## src/rtl/adder_subtractor_4bit.sv

```systemverilog
// Registered 4-bit two's-complement adder/subtractor built on one shared ripple-carry chain.
// sel inverts B and feeds the carry-in, so the same chain forms either A+B or A-B.
module adder_subtractor_4bit (
  input  logic       clk,
  input  logic       rst,
  input  logic [3:0] A,
  input  logic [3:0] B,
  input  logic       sel,
  output logic [3:0] S,
  output logic       cout,
  output logic       ovf,
  output logic       zero
);

  logic [3:0] bx;
  logic [3:0] sum;
  logic [4:0] carry;

  logic [3:0] sum_reg;
  logic       cout_reg;
  logic       ovf_reg;
  logic       zero_reg;

  assign carry[0] = sel;

  generate
    for (genvar gi = 0; gi < 4; gi++) begin : g_fa
      assign bx[gi]        = B[gi] ^ sel;
      assign sum[gi]       = A[gi] ^ bx[gi] ^ carry[gi];
      assign carry[gi + 1] = (A[gi] & bx[gi]) | (carry[gi] & (A[gi] ^ bx[gi]));
    end
  endgenerate

  // Reset leaves a valid-looking all-zero result, hence zero comes up set.
  always_ff @(posedge clk) begin
    if (rst) begin
      sum_reg  <= 4'b0000;
      cout_reg <= 1'b0;
      ovf_reg  <= 1'b0;
      zero_reg <= 1'b1;
    end else begin
      sum_reg  <= sum;
      cout_reg <= carry[4];
      ovf_reg  <= carry[3] ^ carry[4];
      zero_reg <= ~|sum;
    end
  end

  assign S    = sum_reg;
  assign cout = cout_reg;
  assign ovf  = ovf_reg;
  assign zero = zero_reg;

endmodule

```

## config.mk

```make
export PLATFORM = sky130hd
export DESIGN_NAME = adder_subtractor_4bit
export DESIGN_NICKNAME = d
export VERILOG_FILES = /design/src/rtl/adder_subtractor_4bit.sv
export SDC_FILE = /design/constraint.sdc
export NUM_CORES = 1
export LEC_CHECK = 0
export ABC_CLOCK_PERIOD_IN_PS = 2630
export CORE_AREA = 5 5 42 44
export CTS_BUF_LIST = sky130_fd_sc_hd__clkbuf_16
export DETAILED_ROUTE_END_ITERATION = 6
export DIE_AREA = 0 0 47 49
export PLACE_DENSITY = 0.58
export SETUP_SLACK_MARGIN = 0.15
export SYNTH_ARGS = -nofsm -noshare
export SYNTH_HDL_FRONTEND = slang
export SYNTH_SLANG_ARGS = --single-unit
export TNS_END_PERCENT = 100
```

## constraint.sdc

```tcl
create_clock -name clk -period 2.63 [get_ports clk]
set_input_delay 0.3945 -clock clk [delete_from_list [all_inputs] [get_ports clk]]
set_output_delay 0.3945 -clock clk [all_outputs]
set_load 0.1 [all_outputs]
```

* Word-level counts from Yosys, hierarchy flattened
Cells that the tools add are included.
** Operators by class
- Reduce and logical (&&, ||, !) cells :: 2
- Bitwise operators :: 25
** Operators by type and width (count)
- $xor 1x1->1 :: 13
- $and 1x1->1 :: 8
- $or 1x1->1 :: 4
- $reduce_or 4->1 :: 1
- $logic_not 1->1 :: 1
** Word-level totals
- Bits of input ports :: 11
- Flip-flop bits (word level) :: 7
- Output and inout bits :: 7

* Depth between registers and ports, before layout
Gate-level depths: netlist of the first run.
- Word-level depth :: 11
- Gate-level depth with buffers :: 8

* Worst setup path before layout of the first run
Ideal clock, no wire load.
- Path kind :: input -> register
- From :: input B[0]
- To :: register zero_reg, in the netlist zero
- Slack :: 441 ps
- Buffers on the path :: 0
- Data arrival time :: 2074 ps
- Library setup time :: 115 ps
- Stages :: 8
- Path through :: mux2_2 -> fa_1 -> inv_1 -> fa_1 -> inv_1 -> fa_1 -> nor2_1 -> a31o_1
** Between the ends
- Word-level cells in the longest chain between the ends :: 11
- Elaborated cells on any way between the ends :: 15
** RTL lines
- start, declared :: line 7 : input logic [3:0] B,
- $xor 1x1->1 * :: line 28 : assign bx[gi] = B[gi] ^ sel;
- $xor 1x1->1 :: line 30 : assign carry[gi + 1] = (A[gi] & bx[gi]) | (carry[gi] & (A[gi] ^ bx[gi]));
- $and 1x1->1 :: line 30
- $or 1x1->1 * :: line 30
- $and 1x1->1 * :: line 30
- $or 1x1->1 * :: line 30
- $and 1x1->1 * :: line 30
- $or 1x1->1 * :: line 30
- $xor 1x1->1 * :: line 29 : assign sum[gi] = A[gi] ^ bx[gi] ^ carry[gi];
- named net sum[3] :: line 16 : logic [3:0] sum;
- $reduce_or 4->1 * :: line 45 : zero_reg <= ~|sum;
- $logic_not 1->1 * :: line 45
- end signal, assigned :: line 45
- end, declared :: line 22 : logic zero_reg;
Mark *: on every way through the listed nets, which the timed path passes. The rest lies on a longest branch.
A chain may end at the register's enable or synchronous reset.

* Worst setup path after layout of the first run
- From :: input A[0]
- To :: register zero_reg, in the netlist zero
** Between the ends
- Word-level cells in the longest chain between the ends :: 10
- Elaborated cells on any way between the ends :: 14
** RTL lines
- start, declared :: line 6 : input logic [3:0] A,
- $xor 1x1->1 :: line 30
- $and 1x1->1 :: line 30
- $or 1x1->1 * :: line 30
- $and 1x1->1 * :: line 30
- $or 1x1->1 * :: line 30
- $and 1x1->1 * :: line 30
- $or 1x1->1 * :: line 30
- $xor 1x1->1 * :: line 29
- named net sum[3] :: line 16
- $reduce_or 4->1 * :: line 45
- $logic_not 1->1 * :: line 45
Marks and branches as above.

==> impl_metrics.ini, run 1 <==
[placed_design]
port_buffers = 17
gp_congestion = 0.661
dp_slack_ns = -0.125
placed_area_um2 = 512
place_inst = 64

[synthesis]
yosysSeqAreaShare_pct = 45.3
synth.yosys.warnings = 0
synth_area_per_cell_um2 = 11.4
yosysUniqueCellTypes = 9
yosys-top-cells-area = dfxtp_1 (45%), fa_1 (19%), xor2_1 (8.5%)
yosys.area.top_type = dfxtp_1
syn-num-nets = 41
synth_top_area_share_pct = 45.3
async_flop_share_pct = 0
synthCells = 27
yosys-top-cells-count = dfxtp_1 (7), nor2_1 (4)
synth-main-ff-cell = dfxtp_1
yosysMostFrequentCell = dfxtp_1
ys_seq_elements = 7
syn_area_um2 = 309
synth_edf_count = 0

[floorplanning]
die_w_um = 47
dieArea_um2 = 2300
die_h_um = 49
rows = 14
core_area_um2 = 1400
initial_core_util_pct = 22.1
ios = 18

[final_layout]
layout.nets = 67
antenna_cells = 0
drive_above_1_share_pct = 34.6
area_growth_pct = 94.3
fin_cells = 68
fin_area_um2 = 601
largest_reg_flops = 4

[timing]
fin_crit_ns = 2.36
hold_viol_final = 0
worst_slack_ns = 0.275
fmax_mhz = 425
finalSetupViolations = 0
slew_violations = 0
period_share_pct = 89.5
worst_pin_slew_ns = 0.279
relSlewSlack_pct = 81.5
rsz0062_at_grt = false

[clock_tree]
cts.reportedPaths.clkPinSlew_ns = 0.03
cts_setup_buffers = 0
cts_hold_buf = 0
numCtsBuffers = 3
clkSinkCount = 7
cts.path.max_buffers = 2
cts_tree = yes
root_buffer = clkbuf_16
htreeDepth = 1

[run]
drv_cap = 0

[pwr]
power_switching_uw = 195
clkPwrFrac_pct = 43.6
switching_share_pct = 34.0
leakage_uw = 0.000282
power.density_nw_per_um2 = 956
comb_power_share_pct = 34.7
vdd_ir_drop_max_uv = 277
p_seq_share_pct = 21.7
internal_power_uw = 379

[min_path]
hold_start = B[0]
hp-class = in2reg

[routing]
met1Wirelength_um = 190
drt-total-wl_um = 604
wl_met2_um = 317
wire_per_inst_um = 8.88
dr.pass1.iters = 4
top_layer = met4
ant_nets = 0
first_iter_violations = 3
via_per_inst = 3.84
num_vias = 261
wl_met3_um = 75
drc = 0

[global_route]
grt_max_degree = 8
antenna_found_initial = 0
grt_pass1_wl_um = 1040
grt_pass1_vias = 278
grt_usage_pct = 6.79
grt_overflow = 0

[worst_setup_path]
crit_required_ns = 2.75
crit_fanout = 2
criticalPathCategory = in2reg
critPathLaunchType = input pin
worst_ep_arrival_time_ns = 2.47
critPathCaptureType = flip-flop
critPathLaunch = A[0]

[run_status]
status = complete, no violations
## path summary, 6_finish.rpt
kind         endpoint  slack (ns)  cells past startpoint
min   S[0]$_SDFF_PP0_        0.71                      4
max   zero$_SDFF_PP1_        0.27                      9
## layer usage
metal	up-vias	GRT usage, %
li1	131	-
met1	115	6.68
met3	2	1.48
met2	13	9.28
met4	0	9.68
met5	-	0
## power by group through the flow
stage                     Clock, uW  Sequential, uW  Combinational (uW)
after global placement            0             126                 196
after floorplan                   0             233                36.3
after CTS                       256             125                 202
after detailed placement          0             127                 198
final                           250             125                 199
after global routing            263             126                 211
## worst max-delay path: stages
cell	delay [ns]
clkdlybuf4s50_1	0.42
mux2_4	0.27
fa_2	0.33
inv_2	0.07
fa_2	0.20
inv_1	0.05
fa_1	0.49
nor2_1	0.05
a31o_1	0.20
## stage by stage
step / hold slack [ns] / util [%] / setup TNS (ns) / power, uW
floorplan: 0.461 / - / 0 / 269
global placement: 0.890 / 36.5 / -0.0988 / 322
detailed placement: 0.890 / 36.5 / -0.125 / 325
CTS: 0.723 / 42.7 / 0 / 583
global route: 0.790 / 42.9 / 0 / 599
finish: 0.706 / 42.9 / 0 / 574
## cells by family after synthesis
group | count (synthesis) | synth area share, %
flops | 7 | 45.3
simple gates | 7 | 10.9
compound gates | 1 | 2.83
buf+inv | 3 | 3.64
fa+ha+maj | 3 | 19.4
xor+xnor | 5 | 14.2
mux | 1 | 3.64
## layout by cell type (no fill, tap or decap)
cell	instances
dfxtp_1	7
dlygate4sd2_1	1
xnor2_1	2
clkdlybuf4s50_1	8
inv_1	3
nor2b_1	3
inv_2	1
xor2_1	3
dlymetal6s2s_1	1
mux2_4	1
a31o_1	1
clkbuf_16	3
fa_1	1
nor2_1	4
fa_2	2
buf_4	11
## layout make-up
type / count / area [um2]
inverter: 3 / 11.3
timing repair buffer: 21 / 184
tap: 16 / 20.0
multi-input combinational: 17 / 166
fill: 154 / 801
clock inverter: 1 / 3.75
clock buffer: 3 / 75.1
sequential: 7 / 140
## timing repair
item	CTS	global route
gates resized for setup	5	1
setup endpoints to repair	1	1
endpoints found under the hold margin	0	0
pin swaps	1	0
Power figures use the tool's default switching activity.
==> inputs of run 2 (changes only) <==
--- a/config.mk
+++ b/config.mk
@@ -5,12 +5,11 @@
 export SDC_FILE = /design/constraint.sdc
 export NUM_CORES = 1
 export LEC_CHECK = 0
-export ABC_CLOCK_PERIOD_IN_PS = 2630
+export ABC_CLOCK_PERIOD_IN_PS = 3000
 export CORE_AREA = 5 5 42 44
 export CTS_BUF_LIST = sky130_fd_sc_hd__clkbuf_16
 export DETAILED_ROUTE_END_ITERATION = 6
 export DIE_AREA = 0 0 47 49
-export PLACE_DENSITY = 0.58
 export SETUP_SLACK_MARGIN = 0.15
 export SYNTH_ARGS = -nofsm -noshare
 export SYNTH_HDL_FRONTEND = slang
==> constraint.sdc (replaced) <==
create_clock -name clk -period 3 [get_ports clk]
set_input_delay 0.45 -clock clk [delete_from_list [all_inputs] [get_ports clk]]
set_output_delay 0.45 -clock clk [all_outputs]
set_load 0.1 [all_outputs]
==> run 2 against run 1 <==
Compared with the run above: sequential cell count is the same; clock power fell by 12%; cell area decreased by 6.7%; critical path type unchanged.
==> impl_metrics.ini, run 2 (synthesized netlist as in run 1, its figures left out) <==
[run]
drv_cap = 0

[routing]
drt-total-wl_um = 556
via_per_inst = 3.73
drc = 0
wire_per_inst_um = 8.69
first_iter_violations = 0
num_vias = 239
ant_nets = 0
dr.pass1.iters = 1

[global_route]
grt_max_degree = 8
antenna_found_initial = 0
grt_pass1_wl_um = 855
grt_pass1_vias = 228
grt_usage_pct = 5.67
grt_overflow = 0

[clock_tree]
cts_resized = 0
clkSinkCount = 7
cts_setup_buffers = 0
cts.reportedPaths.clkPinSlew_ns = 0.03
numCtsBuffers = 3
cts_tree = yes
root_buffer = clkbuf_16
cts.path.max_buffers = 2
cts_hold_buf = 0
htreeDepth = 1

[timing]
hold_viol_final = 0
finalSetupTns_ns = 0
worst_pin_slew_ns = 0.279
fmax_mhz = 382
holdWs_ns = 0.897
fin_crit_ns = 2.62
worst_slack_ns = 0.379
finalSetupViolations = 0
period_share_pct = 87.4
slew_violations = 0
rsz0062_at_grt = false
relSlewSlack_pct = 81.6

[min_path]
hp-class = in2reg

[worst_setup_path]
crit_fanout = 2
worst_ep_arrival_time_ns = 2.74
criticalPathCategory = in2reg
critPathCaptureType = flip-flop
crit_required_ns = 3.12
critPathLaunchType = input pin

[placed_design]
gp_congestion = 0.668
port_buffers = 17
dp_slack_ns = 0.113

[pwr]
power.density_nw_per_um2 = 881
vdd_ir_drop_max_uv = 203
leakage_uw = 0.000251

[final_layout]
antenna_cells = 0
final_common_cell = clkdlybuf4s50_1
multi_input_area_um2 = 158
final-seq-area_um2 = 140
final_cell_mix = clkdlybuf4s50_1 (10), dfxtp_1 (7), buf_4 (7)
area_growth_pct = 81.4
nFillCells = 155
layout.nets = 63
largest_reg_flops = 4
drive_above_1_share_pct = 22.9

[run_status]
status = complete, no violations

[floorplanning]
die_w_um = 47
rows = 14
die_h_um = 49
dieArea_um2 = 2300
core_area_um2 = 1400
ios = 18
initial_core_util_pct = 22.1
-- run 2: cell count changes in the layout (fill, tap and decap cells not counted), sizes merged --
cell           delta
clkdlybuf4s50     +2
buf               -4
dlymetal6s2s      -1
dlygate4sd2       -1
-- run 2: area by class of cell --
type,instances,share of cell area [%]
well taps,16,3.57
repair buffers,17,27.2
clock buffers,3,13.4
clock inverters,1,0.670
multi-input cells,17,28.1
flip-flops and latches,7,25.0
inverters,3,2.01
-- run 2: final timing paths --
| kind | start | end | slack, ns | depth (start not counted) |
|---|---|---|---|---|
| setup / recovery | B[0] | zero$_SDFF_PP1_ | 0.38 | 9 |
| hold / removal | rst | ovf$_SDFF_PP0_ | 0.90 | 2 |
-- run 2: per-layer routing --
metal | share of wire [%] | vias to the layer above | global-route usage [%]
met2 | 50 | 13 | 7.47
met5 | 0 | - | 0
met3 | 12 | 2 | 2.21
li1 | - | 123 | -
met4 | 3.1 | 0 | 8.29
met1 | 35 | 101 | 5.15
-- run 2: report_power, final --
group	total (uW)	internal (uW)	switching, uW
Clock	219	173	45.8
Sequential	109	106	3.04
Combinational	166	46.7	119
Total	494	326	168
-- run 2: worst max-delay path, cell delays in order --
cell,delay [ns]
clkdlybuf4s50_1,0.50
mux2_2,0.35
fa_1,0.36
inv_1,0.08
fa_1,0.20
inv_1,0.06
fa_1,0.50
nor2_1,0.04
a31o_1,0.20
-- run 2: metrics by stage --
| stage | utilization [%] | total power, uW | area (um2) | instances |
|---|---|---|---|---|
| finish | 40.0 | 494 | 561 | 64 |
| global route | 40.0 | 515 | 561 | 64 |
| CTS | 40.0 | 502 | 561 | 64 |
| detailed placement | 34.4 | 279 | 482 | 60 |
| global placement | 34.4 | 277 | 482 | 60 |
| floorplan | - | 236 | 309 | 27 |
==> inputs of run 3 (changes only) <==
--- a/config.mk
+++ b/config.mk
@@ -10,6 +10,7 @@
 export CTS_BUF_LIST = sky130_fd_sc_hd__clkbuf_16
 export DETAILED_ROUTE_END_ITERATION = 6
 export DIE_AREA = 0 0 47 49
+export GPL_ROUTABILITY_DRIVEN = 0
 export SETUP_SLACK_MARGIN = 0.15
 export SYNTH_ARGS = -nofsm -noshare
 export SYNTH_HDL_FRONTEND = slang
==> results of run 3 <==
No change in the layout: final DEF, timing and power equal those of run 2.
